<file path="src/rtl/fetch_decode_pkg.sv">
// Shared types for the fetch/decode stage: instruction formats, FSM states,
// field bit positions and the decoded-instruction record.
package fetch_pkg;

  localparam int PC_W    = 16;
  localparam int INSTR_W = 16;

  localparam int FMT_HI = 15;
  localparam int FMT_LO = 14;
  localparam int OPC_HI = 13;
  localparam int OPC_LO = 10;
  localparam int RD_HI  = 9;
  localparam int RD_LO  = 7;
  localparam int R1_HI  = 6;
  localparam int R1_LO  = 4;
  localparam int R2_HI  = 3;
  localparam int R2_LO  = 1;
  localparam int IMM_HI = 3;
  localparam int IMM_LO = 1;
  localparam int JMP_HI = 9;
  localparam int JMP_LO = 0;

  typedef enum logic [1:0] {
    FMT_R   = 2'b00,
    FMT_I   = 2'b01,
    FMT_J   = 2'b10,
    FMT_RSV = 2'b11
  } fmt_e;

  typedef enum logic [1:0] {
    BOOT  = 2'b00,
    FETCH = 2'b01,
    DRAIN = 2'b10
  } fetch_state_e;

  typedef struct packed {
    fmt_e             fmt;
    logic [3:0]       opcode;
    logic [2:0]       reg_d;
    logic [2:0]       reg1;
    logic [2:0]       reg2;
    logic [2:0]       imm;
    logic             imm_flag;
    logic [PC_W-1:0]  jmp_loc;
  } decoded_instr_t;

endpackage

</file>
<file path="src/rtl/fetch_decode_if.sv">
// Instruction-memory request/acknowledge bus between fetch stage and imem.
interface fetch_decode_if #(
  parameter int ADDR_W = 16
) ();

  logic              imem_req_o;
  logic [ADDR_W-1:0] imem_addr_o;
  logic              imem_ack_i;
  logic [15:0]       imem_data_i;

  modport master (
    output imem_req_o,
    output imem_addr_o,
    input  imem_ack_i,
    input  imem_data_i
  );

  modport slave (
    input  imem_req_o,
    input  imem_addr_o,
    output imem_ack_i,
    output imem_data_i
  );

endinterface

</file>
<file path="src/rtl/fetch_decode_instr_field_decode.sv">
// Combinational split of a 16-bit instruction word into its format-dependent
// fields; only the upper PC bits are needed to form the jump target.
module instr_field_decode
  import fetch_pkg::*;
#(
  parameter int ADDR_W = 16
) (
  input  logic [INSTR_W-1:0] i_instr,
  input  logic [ADDR_W-1:10] i_pc_hi,
  output decoded_instr_t     o_dec
);

  fmt_e w_fmt;

  assign w_fmt = fmt_e'(i_instr[FMT_HI:FMT_LO]);

  // Field extraction; every field not used by the format is forced to zero.
  always_comb begin
    o_dec = '0;
    case (w_fmt)
      FMT_R: begin
        o_dec.fmt    = FMT_R;
        o_dec.opcode = i_instr[OPC_HI:OPC_LO];
        o_dec.reg_d  = i_instr[RD_HI:RD_LO];
        o_dec.reg1   = i_instr[R1_HI:R1_LO];
        o_dec.reg2   = i_instr[R2_HI:R2_LO];
      end
      FMT_I: begin
        o_dec.fmt      = FMT_I;
        o_dec.opcode   = i_instr[OPC_HI:OPC_LO];
        o_dec.reg_d    = i_instr[RD_HI:RD_LO];
        o_dec.reg1     = i_instr[R1_HI:R1_LO];
        o_dec.imm      = i_instr[IMM_HI:IMM_LO];
        o_dec.imm_flag = 1'b1;
      end
      FMT_J: begin
        o_dec.fmt     = FMT_J;
        o_dec.opcode  = i_instr[OPC_HI:OPC_LO];
        o_dec.jmp_loc = {i_pc_hi, i_instr[JMP_HI:JMP_LO]};
      end
      FMT_RSV: begin
        // Reserved encodings leave the stage as a NOP tagged with format 11.
        o_dec.fmt = FMT_RSV;
      end
      default: begin
        o_dec = '0;
      end
    endcase
  end

endmodule

</file>
<file path="src/rtl/fetch_decode.sv">
// Instruction-fetch stage: PC, imem req/ack handshake and registered decode.
// Optional: FETCH_JMP_PREDECODE_EN follows format-10 jumps at fetch time.
module fetch_decode
  import fetch_pkg::*;
#(
  parameter int              ADDR_W   = PC_W,
  parameter logic [ADDR_W-1:0] RESET_PC = 16'h0000
) (
  input  logic               clk,
  input  logic               rst_n,
  fetch_decode_if.master     imem,
  input  logic               stall_i,
  input  logic               redirect_i,
  input  logic [ADDR_W-1:0]  redirect_pc_i,
  output logic               valid_o,
  output logic [1:0]         format_o,
  output logic [3:0]         opcode_o,
  output logic [2:0]         regD_o,
  output logic [2:0]         reg1_o,
  output logic [2:0]         reg2_o,
  output logic [2:0]         imm_o,
  output logic               immFlag_o,
  output logic [ADDR_W-1:0]  jmpLoc_o,
  output logic [ADDR_W-1:0]  pc_o
);

  localparam logic [1:0] S_BOOT  = BOOT;
  localparam logic [1:0] S_FETCH = FETCH;
  localparam logic [1:0] S_DRAIN = DRAIN;

  logic [1:0]        r_state;
  logic [ADDR_W-1:0] r_pc;
  logic [ADDR_W-1:0] r_drain_addr;
  logic              r_valid;
  decoded_instr_t    r_dec;
  logic [ADDR_W-1:0] r_pc_out;

  logic              w_req;
  logic              w_ack;
  logic              w_accept;
  logic              w_consume;
  logic [ADDR_W-1:0] w_pc_inc;
  logic [ADDR_W-1:0] w_pc_next;
  decoded_instr_t    w_dec;

  instr_field_decode #(
    .ADDR_W (ADDR_W)
  ) u_field_decode (
    .i_instr (imem.imem_data_i),
    .i_pc_hi (r_pc[ADDR_W-1:10]),
    .o_dec   (w_dec)
  );

  // Request is withheld only while a held instruction is stalled, so no
  // returned word can ever overwrite an unconsumed one.
  always_comb begin
    w_req = 1'b0;
    if (r_state == S_FETCH) begin
      w_req = !(r_valid && stall_i);
    end else if (r_state == S_DRAIN) begin
      w_req = 1'b1;
    end else begin
      w_req = 1'b0;
    end
  end

  assign w_ack     = w_req && imem.imem_ack_i;
  assign w_accept  = (r_state == S_FETCH) && w_ack && !redirect_i;
  assign w_consume = r_valid && !stall_i;
  assign w_pc_inc  = r_pc + ADDR_W'(1);

  // Next sequential PC, optionally following a jump seen at fetch time.
  always_comb begin
    w_pc_next = w_pc_inc;
`ifdef FETCH_JMP_PREDECODE_EN
    if (w_dec.fmt == FMT_J) begin
      w_pc_next = w_dec.jmp_loc;
    end else begin
      w_pc_next = w_pc_inc;
    end
`else
    w_pc_next = w_pc_inc;
`endif
  end

  assign imem.imem_req_o  = w_req;
  assign imem.imem_addr_o = (r_state == S_DRAIN) ? r_drain_addr : r_pc;

  // Fetch state machine; DRAIN keeps the abandoned request alive until acked.
  always_ff @(posedge clk or negedge rst_n) begin
    if (!rst_n) begin
      r_state      <= S_BOOT;
      r_drain_addr <= {ADDR_W{1'b0}};
    end else begin
      case (r_state)
        S_BOOT: begin
          r_state <= S_FETCH;
        end
        S_FETCH: begin
          if (redirect_i && w_req && !imem.imem_ack_i) begin
            r_state      <= S_DRAIN;
            r_drain_addr <= r_pc;
          end else begin
            r_state <= S_FETCH;
          end
        end
        S_DRAIN: begin
          if (imem.imem_ack_i) begin
            r_state <= S_FETCH;
          end else begin
            r_state <= S_DRAIN;
          end
        end
        default: begin
          r_state <= S_BOOT;
        end
      endcase
    end
  end

  // Program counter: redirect wins over a normal advance.
  always_ff @(posedge clk or negedge rst_n) begin
    if (!rst_n) begin
      r_pc <= RESET_PC;
    end else if (redirect_i) begin
      r_pc <= redirect_pc_i;
    end else if (w_accept) begin
      r_pc <= w_pc_next;
    end else begin
      r_pc <= r_pc;
    end
  end

  // IF/ID output register with valid tracking.
  always_ff @(posedge clk or negedge rst_n) begin
    if (!rst_n) begin
      r_valid  <= 1'b0;
      r_dec    <= '0;
      r_pc_out <= {ADDR_W{1'b0}};
    end else if (redirect_i) begin
      r_valid <= 1'b0;
    end else if (w_accept) begin
      r_valid  <= 1'b1;
      r_dec    <= w_dec;
      r_pc_out <= r_pc;
    end else if (w_consume) begin
      r_valid <= 1'b0;
    end else begin
      r_valid <= r_valid;
    end
  end

  assign valid_o   = r_valid;
  assign format_o  = r_dec.fmt;
  assign opcode_o  = r_dec.opcode;
  assign regD_o    = r_dec.reg_d;
  assign reg1_o    = r_dec.reg1;
  assign reg2_o    = r_dec.reg2;
  assign imm_o     = r_dec.imm;
  assign immFlag_o = r_dec.imm_flag;
  assign jmpLoc_o  = r_dec.jmp_loc;
  assign pc_o      = r_pc_out;

endmodule

</file>
<file path="src/flat_wrapper.sv">
// flat-port wrapper written by rule: the top's interface ports become plain ports
module fetch_decode_flat import fetch_pkg::*;
#(
  parameter int              ADDR_W   = PC_W,
  parameter logic [ADDR_W-1:0] RESET_PC = 16'h0000
)
  (clk, rst_n, stall_i, redirect_i, redirect_pc_i, valid_o, format_o, opcode_o, regD_o, reg1_o, reg2_o, imm_o, immFlag_o, jmpLoc_o, pc_o, imem_imem_req_o, imem_imem_addr_o, imem_imem_ack_i, imem_imem_data_i);
  fetch_decode_if #(.ADDR_W(ADDR_W)) imem_i ();
  input  logic clk;
  input  logic rst_n;
  input  logic stall_i;
  input  logic redirect_i;
  input  logic [ADDR_W-1:0] redirect_pc_i;
  output logic valid_o;
  output logic [1:0] format_o;
  output logic [3:0] opcode_o;
  output logic [2:0] regD_o;
  output logic [2:0] reg1_o;
  output logic [2:0] reg2_o;
  output logic [2:0] imm_o;
  output logic immFlag_o;
  output logic [ADDR_W-1:0] jmpLoc_o;
  output logic [ADDR_W-1:0] pc_o;
  output wire logic [$bits(imem_i.imem_req_o)-1:0] imem_imem_req_o;
  output wire logic [$bits(imem_i.imem_addr_o)-1:0] imem_imem_addr_o;
  input wire logic [$bits(imem_i.imem_ack_i)-1:0] imem_imem_ack_i;
  input wire logic [$bits(imem_i.imem_data_i)-1:0] imem_imem_data_i;
  assign imem_imem_req_o = imem_i.imem_req_o;
  assign imem_imem_addr_o = imem_i.imem_addr_o;
  assign imem_i.imem_ack_i = imem_imem_ack_i;
  assign imem_i.imem_data_i = imem_imem_data_i;
  fetch_decode #(.ADDR_W(ADDR_W), .RESET_PC(RESET_PC)) u_core (.clk(clk), .rst_n(rst_n), .imem(imem_i), .stall_i(stall_i), .redirect_i(redirect_i), .redirect_pc_i(redirect_pc_i), .valid_o(valid_o), .format_o(format_o), .opcode_o(opcode_o), .regD_o(regD_o), .reg1_o(reg1_o), .reg2_o(reg2_o), .imm_o(imm_o), .immFlag_o(immFlag_o), .jmpLoc_o(jmpLoc_o), .pc_o(pc_o));
endmodule
</file>
<file path="config.mk">
export PLATFORM = sky130hd
export DESIGN_NAME = fetch_decode_flat
export DESIGN_NICKNAME = d
export VERILOG_FILES = /design/src/rtl/fetch_decode_pkg.sv /design/src/rtl/fetch_decode_if.sv /design/src/rtl/fetch_decode_instr_field_decode.sv /design/src/rtl/fetch_decode.sv /design/src/flat_wrapper.sv
export SDC_FILE = /design/constraint.sdc
export NUM_CORES = 1
export LEC_CHECK = 0
export CORE_MARGIN = 2
export CORE_UTILIZATION = 49
export DETAILED_ROUTE_END_ITERATION = 7
export MAX_ROUTING_LAYER = met4
export PLACE_DENSITY = 0.8
export SYNTH_ARGS = -nofsm -noshare
export SYNTH_HDL_FRONTEND = slang
export SYNTH_HIERARCHICAL = 1
export SYNTH_SLANG_ARGS = --single-unit
</file>
<file path="constraint.sdc">
create_clock -name clk -period 2.11 [get_ports clk]
set_clock_uncertainty 0.1 [all_clocks]
set_input_delay 0.422 -clock clk [delete_from_list [all_inputs] [get_ports clk]]
set_output_delay 0.422 -clock clk [all_outputs]
set_load 0.03 [all_outputs]
</file>
== After elaboration in Yosys (flattened, before gate mapping) ==
Index checks and enable logic that the tools add are counted.

* Reduce and logical (&&, ||, !) cells: 19
* Equal/unequal tests: 5
* Bitwise operators: 1
* Multiplexer cells: 17
* Add/sub/neg operators: 1

{| class="wikitable"
|+ Operators with widths
! cell !! count
|-
| 2-to-1 mux 16 bit || 4
|-
| adder 16 x 1 -> 16 bit, second input constant || 1
|-
| 2-to-1 mux 4 bit || 2
|-
| one-hot mux 2 bit (4 select lines) || 1
|-
| logical AND 1 bit || 7
|-
| equality test 2 bit, second input constant || 3
|-
| 2-to-1 mux 6 bit || 1
|-
| one-hot mux 2 bit (3 select lines) || 1
|-
| 2-to-1 mux 1 bit || 5
|-
| equality test 2 x 1 -> 1 bit, second input constant || 2
|-
| zero test 1 bit || 4
|-
| zero test 2 bit || 2
|-
| 2-to-1 mux 2 bit || 2
|-
| AND reduction 2 bit || 2
|-
| 2-to-1 mux 3 bit || 1
|-
| nonzero test 3 bit || 1
|-
| OR reduction 3 bit || 1
|-
| nonzero test 2 bit || 1
|-
| OR reduction 2 bit || 1
|-
| NOT 1 bit || 1
|}

* Output and inout port bits: 69
* Register bits: 86
* Bits of input ports: 37
* Logic and storage cells: 56

== Longest topological paths before layout ==
* Depth after elaboration: 8
* Depth in mapped cells: 6
* Depth with buffers taken out: 5

== Modules after synthesis ==
The synthesis kept the hierarchy.

{| class="wikitable"
|+ By module, submodules not included
! module !! area an instance (sq um) !! times used !! sequential area each (sq um) !! cells an instance
|-
| fetch_decode || 3776.1 || 1 || 2152.1 || 318
|-
| instr_field_decode || 320.3 || 1 || 0.0 || 40
|}

== Worst setup path before layout ==
Ideal clock, no wire load.

* Kind: register to register
* Start point: register u_core.r_valid (netlist: u_core/valid_o)
* End point: register u_core.r_pc[8]
* Cell stages (with the launch flop): 6
* Path buffers: 1
* Arrival: 1.801 ns
* Library setup time: 0.082 ns
* Clock period less this slack: 1.983 ns
* Data required time: 1.928 ns
* Slack: 0.127 ns
* Cells stage by stage: dfrtp_1 and2_4 or3_1 clkbuf_2 or4_1 a31oi_1

* Longest elaborated chain between the ends: 7

{| class="wikitable"
|+ Ends and longest elaborated chain
! element !! line !! source
|-
| from (decl) || fetch_decode.sv:34 || <nowiki>logic r_valid;</nowiki>
|-
| from (signal assigned) || fetch_decode.sv:149 || <nowiki>r_valid <= r_valid;</nowiki>
|-
| logical AND 1 bit || fetch_decode.sv:59 || <nowiki>w_req = !(r_valid && stall_i);</nowiki>
|-
| zero test 1 bit || fetch_decode.sv:59 ||
|-
| 2-to-1 mux 1 bit || fetch_decode.sv:58 || <nowiki>if (r_state == S_FETCH) begin</nowiki>
|-
| logical AND 1 bit || fetch_decode.sv:67 || <nowiki>assign w_ack = w_req && imem.imem_ack_i;</nowiki>
|-
| logical AND 1 bit (2 in series) || fetch_decode.sv:68 || <nowiki>assign w_accept = (r_state == S_FETCH) && w_ack && !redirect_i;</nowiki>
|-
| nonzero test 2 bit (no source line) || - ||
|-
| to (signal assigned) || fetch_decode.sv:126 || <nowiki>r_pc <= redirect_pc_i;</nowiki>
|-
| to (signal assigned) || fetch_decode.sv:128 || <nowiki>r_pc <= w_pc_next;</nowiki>
|-
| to (signal assigned) || fetch_decode.sv:130 || <nowiki>r_pc <= r_pc;</nowiki>
|-
| to (decl) || fetch_decode.sv:32 || <nowiki>logic [ADDR_W-1:0] r_pc;</nowiki>
|}

Every way passes these cells.
A chain may end at the register's enable or synchronous reset.

== Final worst setup path ==
* Start point: input stall_i
* End point: output imem_imem_req_o

* Longest elaborated chain between the ends: 3

{| class="wikitable"
|+ Ends and longest elaborated chain
! element !! line !! source
|-
| from (decl) || flat_wrapper.sv:11 || <nowiki>input logic stall_i;</nowiki>
|-
| logical AND 1 bit || fetch_decode.sv:59 ||
|-
| zero test 1 bit || fetch_decode.sv:59 ||
|-
| 2-to-1 mux 1 bit || fetch_decode.sv:58 ||
|-
| to (decl) || flat_wrapper.sv:24 || <nowiki>output wire logic [$bits(imem_i.imem_req_o)-1:0] imem_imem_req_o;</nowiki>
|}

Every way passes these cells.

==> metrics.txt <==
clock sink count=86; Post-Syn Area=4100 sq um; via density per instance=5.38; top_reg_cell synth=dfrtp_1; area grow syn2layout=36.2%; Die X=95.4 um; Die H=95.4 um; hold crit path type=register to register; Antenna diodes=0; die area=9110 sq um; maximum clock frequency=487 MHz; Starting Density=50.1%; hold_sp=u_core/pc_o[9]; TritonCTS Buffers=9; CP required=1.59 ns; reg2reg start=u_core/r_state[1]; Pwr Total=5.85 mW; Max Cap Viol=0; Skew-Pair Late Insertion Delay=0.35 ns; Via Count=3144; Crit. End Element=primary output; highest ir drop seen on vdd=620 uV; GRT overflow=0; actual slew at the worst max-slew pin=0.507 ns; global-route wire length before repair=15300 um; largest net degree at the start of global routing=52; endpoints failing hold=0; clk buf depth=2; vias in the first global route=3147; Critical Path Start Type=input pin; initial antenna violation count=0; row count=33; Cell Pwr Density=1050 nW/um^2; final net count=513; final WL=9640 um; Pleak=2.53 nW; R2R Path End=u_core/r_pc[12]; number of remaining DRC errors=0; crit path DAT=1.53 ns; syn_nets=396; sequential area share after synthesis=52.5%; clock root buffer=clkbuf_8; headroom to the max-slew limit=66.2%; Final Util=68.3%; status=finished, final reports clean; GPL Wtd Cong=0.897; GRT Total Usage=22.5%; 1st-iter DRT viols=171; worst-path fanout max=4; RSZ-0062 raised after global routing=false; fin crit share=97.3%; Top Ports=106; Yosys reg bits=86; First-pass DRT Iterations=4; Hold Path Sink=u_core/pc_o[9]; IO Port Bufs=105; share of layout cells above drive strength 1=30.1%; antenna-violating nets left=0; Setup Buffers After CTS=0; HPWL after DPL=6940 um; wire per inst=16.5 um; # H-tree levels=3; library cells used by synthesis=40; Synth Warn #=6; number of synthesized flops with an enable pin=0; Avg Inst Size Synth=11.4 sq um; max-slew violations=0; final setup violation count=0; Reg2Reg Depth=4; Crit Path Class=input pin to primary output; TritonCTS clock tree=yes; WHS Path Cells=1; Placeable Area=8180 sq um; synthesized instance count=358; fin crit period=2.05 ns; Reg2Reg Setup Slack=0.11 ns; Reg clk slew, reported paths=0.08 ns; post-synthesis async set-or-reset flop share=100%
## cell usage in the layout (no fill, tap or decap), drive strengths merged, types with 3 or more instances in the layout
| cell type | count |
|---|---|
| a21boi | 4 |
| a31oi | 9 |
| and3 | 3 |
| and3b | 19 |
| buf | 45 |
| clkbuf | 12 |
| clkdlybuf4s50 | 87 |
| dfrtp | 86 |
| inv | 3 |
| mux2 | 67 |
| nand2 | 61 |
| nand3 | 6 |
| nand4 | 6 |
| nor2 | 9 |
| nor2b | 8 |
| nor3b | 3 |
| o21ai | 10 |
| o31ai | 8 |
| or4 | 8 |
| xnor2 | 4 |
## critical path, cell delays in order
cell and delay [ns]:
clkdlybuf4s50_1 0.43, and2_4 0.15, buf_4 0.14, o21ai_0 0.19
buf_4 0.20
## metrics by stage
stage	hold WS [ns]	setup TNS [ns]	setup slack [ns]	cell area [sq um]	instances
final	0.407	0	0.0561	5580	584
after global routing	0.422	0	0.0193	5580	584
after CTS	0.412	0	0.0490	5570	584
after detailed placement	0.329	-2.34	-0.244	5350	568
after global placement	0.328	-0.712	-0.171	5350	568
after floorplan	0.0264	0	0.127	4100	358
## where the power goes
part	internal, mW	switching, mW	leakage, nW
Sequential	2.09	0.267	1.05
Combinational	1.09	1.21	1.37
Clock	0.636	0.553	0.104
Total	3.82	2.03	2.53
## state kept, by name (all words and copies together) (netlist names)
name and cells:
u_core/immFlag_o 1, u_core/opcode_o 4, u_core/imm_o 3, u_core/reg2_o 3
u_core/jmpLoc_o 16, u_core/valid_o 1, u_core/reg1_o 3, u_core/r_pc 16
u_core/pc_o 16, u_core/r_state 2, u_core/format_o 2, u_core/r_drain_addr 16
u_core/regD_o 3
## worst max path at each step
stage,start,to,slack (ns),cells past startpoint
6_report,stall_i,imem_imem_req_o,0.06,5
5_1_grt,u_core/r_state[1],imem_imem_addr_o[15],0.02,5
4_1_cts,stall_i,imem_imem_req_o,0.05,5
3_5_place_dp,stall_i,u_core/r_pc[12],-0.24,5
3_3_place_gp,stall_i,u_core/r_pc[8],-0.17,5
2_1_floorplan,u_core/valid_o,u_core/r_pc[8],0.13,5
## kinds of logic (layout without fill, tap and decap cells)
logic type      after synthesis  after routing  synth area share [%]
compound gates               33             33                  5.07
xor+xnor                      6              6                  1.28
fa+ha+maj                     1              1                 0.305
buf+inv                      30            151                  3.63
flops                        86             86                  52.5
mux                          68             68                  18.7
simple gates                134            134                  18.5
## area by class of cell
class	count	area (sq um)
clock inverter	3	42.5
fill	629	2590
tap	105	131
sequential	86	2150
timing repair buffer	133	1270
inverter	3	11.3
multi-input combinational	242	1800
clock buffer	12	165
## layer usage
metal | up-vias | routed length, um | part of all wire [%] | track usage [%]
met5 | - | 0 | 0 | -
met4 | 0 | 140 | 1.5 | 8.33
met3 | 12 | 570 | 5.9 | 4.90
met2 | 99 | 4700 | 49 | 36.2
met1 | 1544 | 4230 | 44 | 28.3
li1 | 1489 | - | - | -
## cells in the mapped netlist, drive strengths merged (8+ instances only)
cell    number  share of area [%]
nand2       61                5.6
clkbuf      10               0.95
o21ai       10                1.2
nor2b        8                1.2
or4          8                1.5
buf         17                2.4
and3b       19                4.3
a31oi        9                1.4
nor2         9               0.82
mux2        67                 18
o31ai        8                1.5
dfrtp       86                 53
## repair_timing
action | CTS | global route
hold buffers | 1 | 0
setup endpoints to repair | 10 | 6
cloned | 0 | 0
pin swaps | 0 | 0
endpoints found under the hold margin | 37 | 0
gates resized for setup | 2 | 3
No activity file was read; power rests on OpenSTA's default activity.
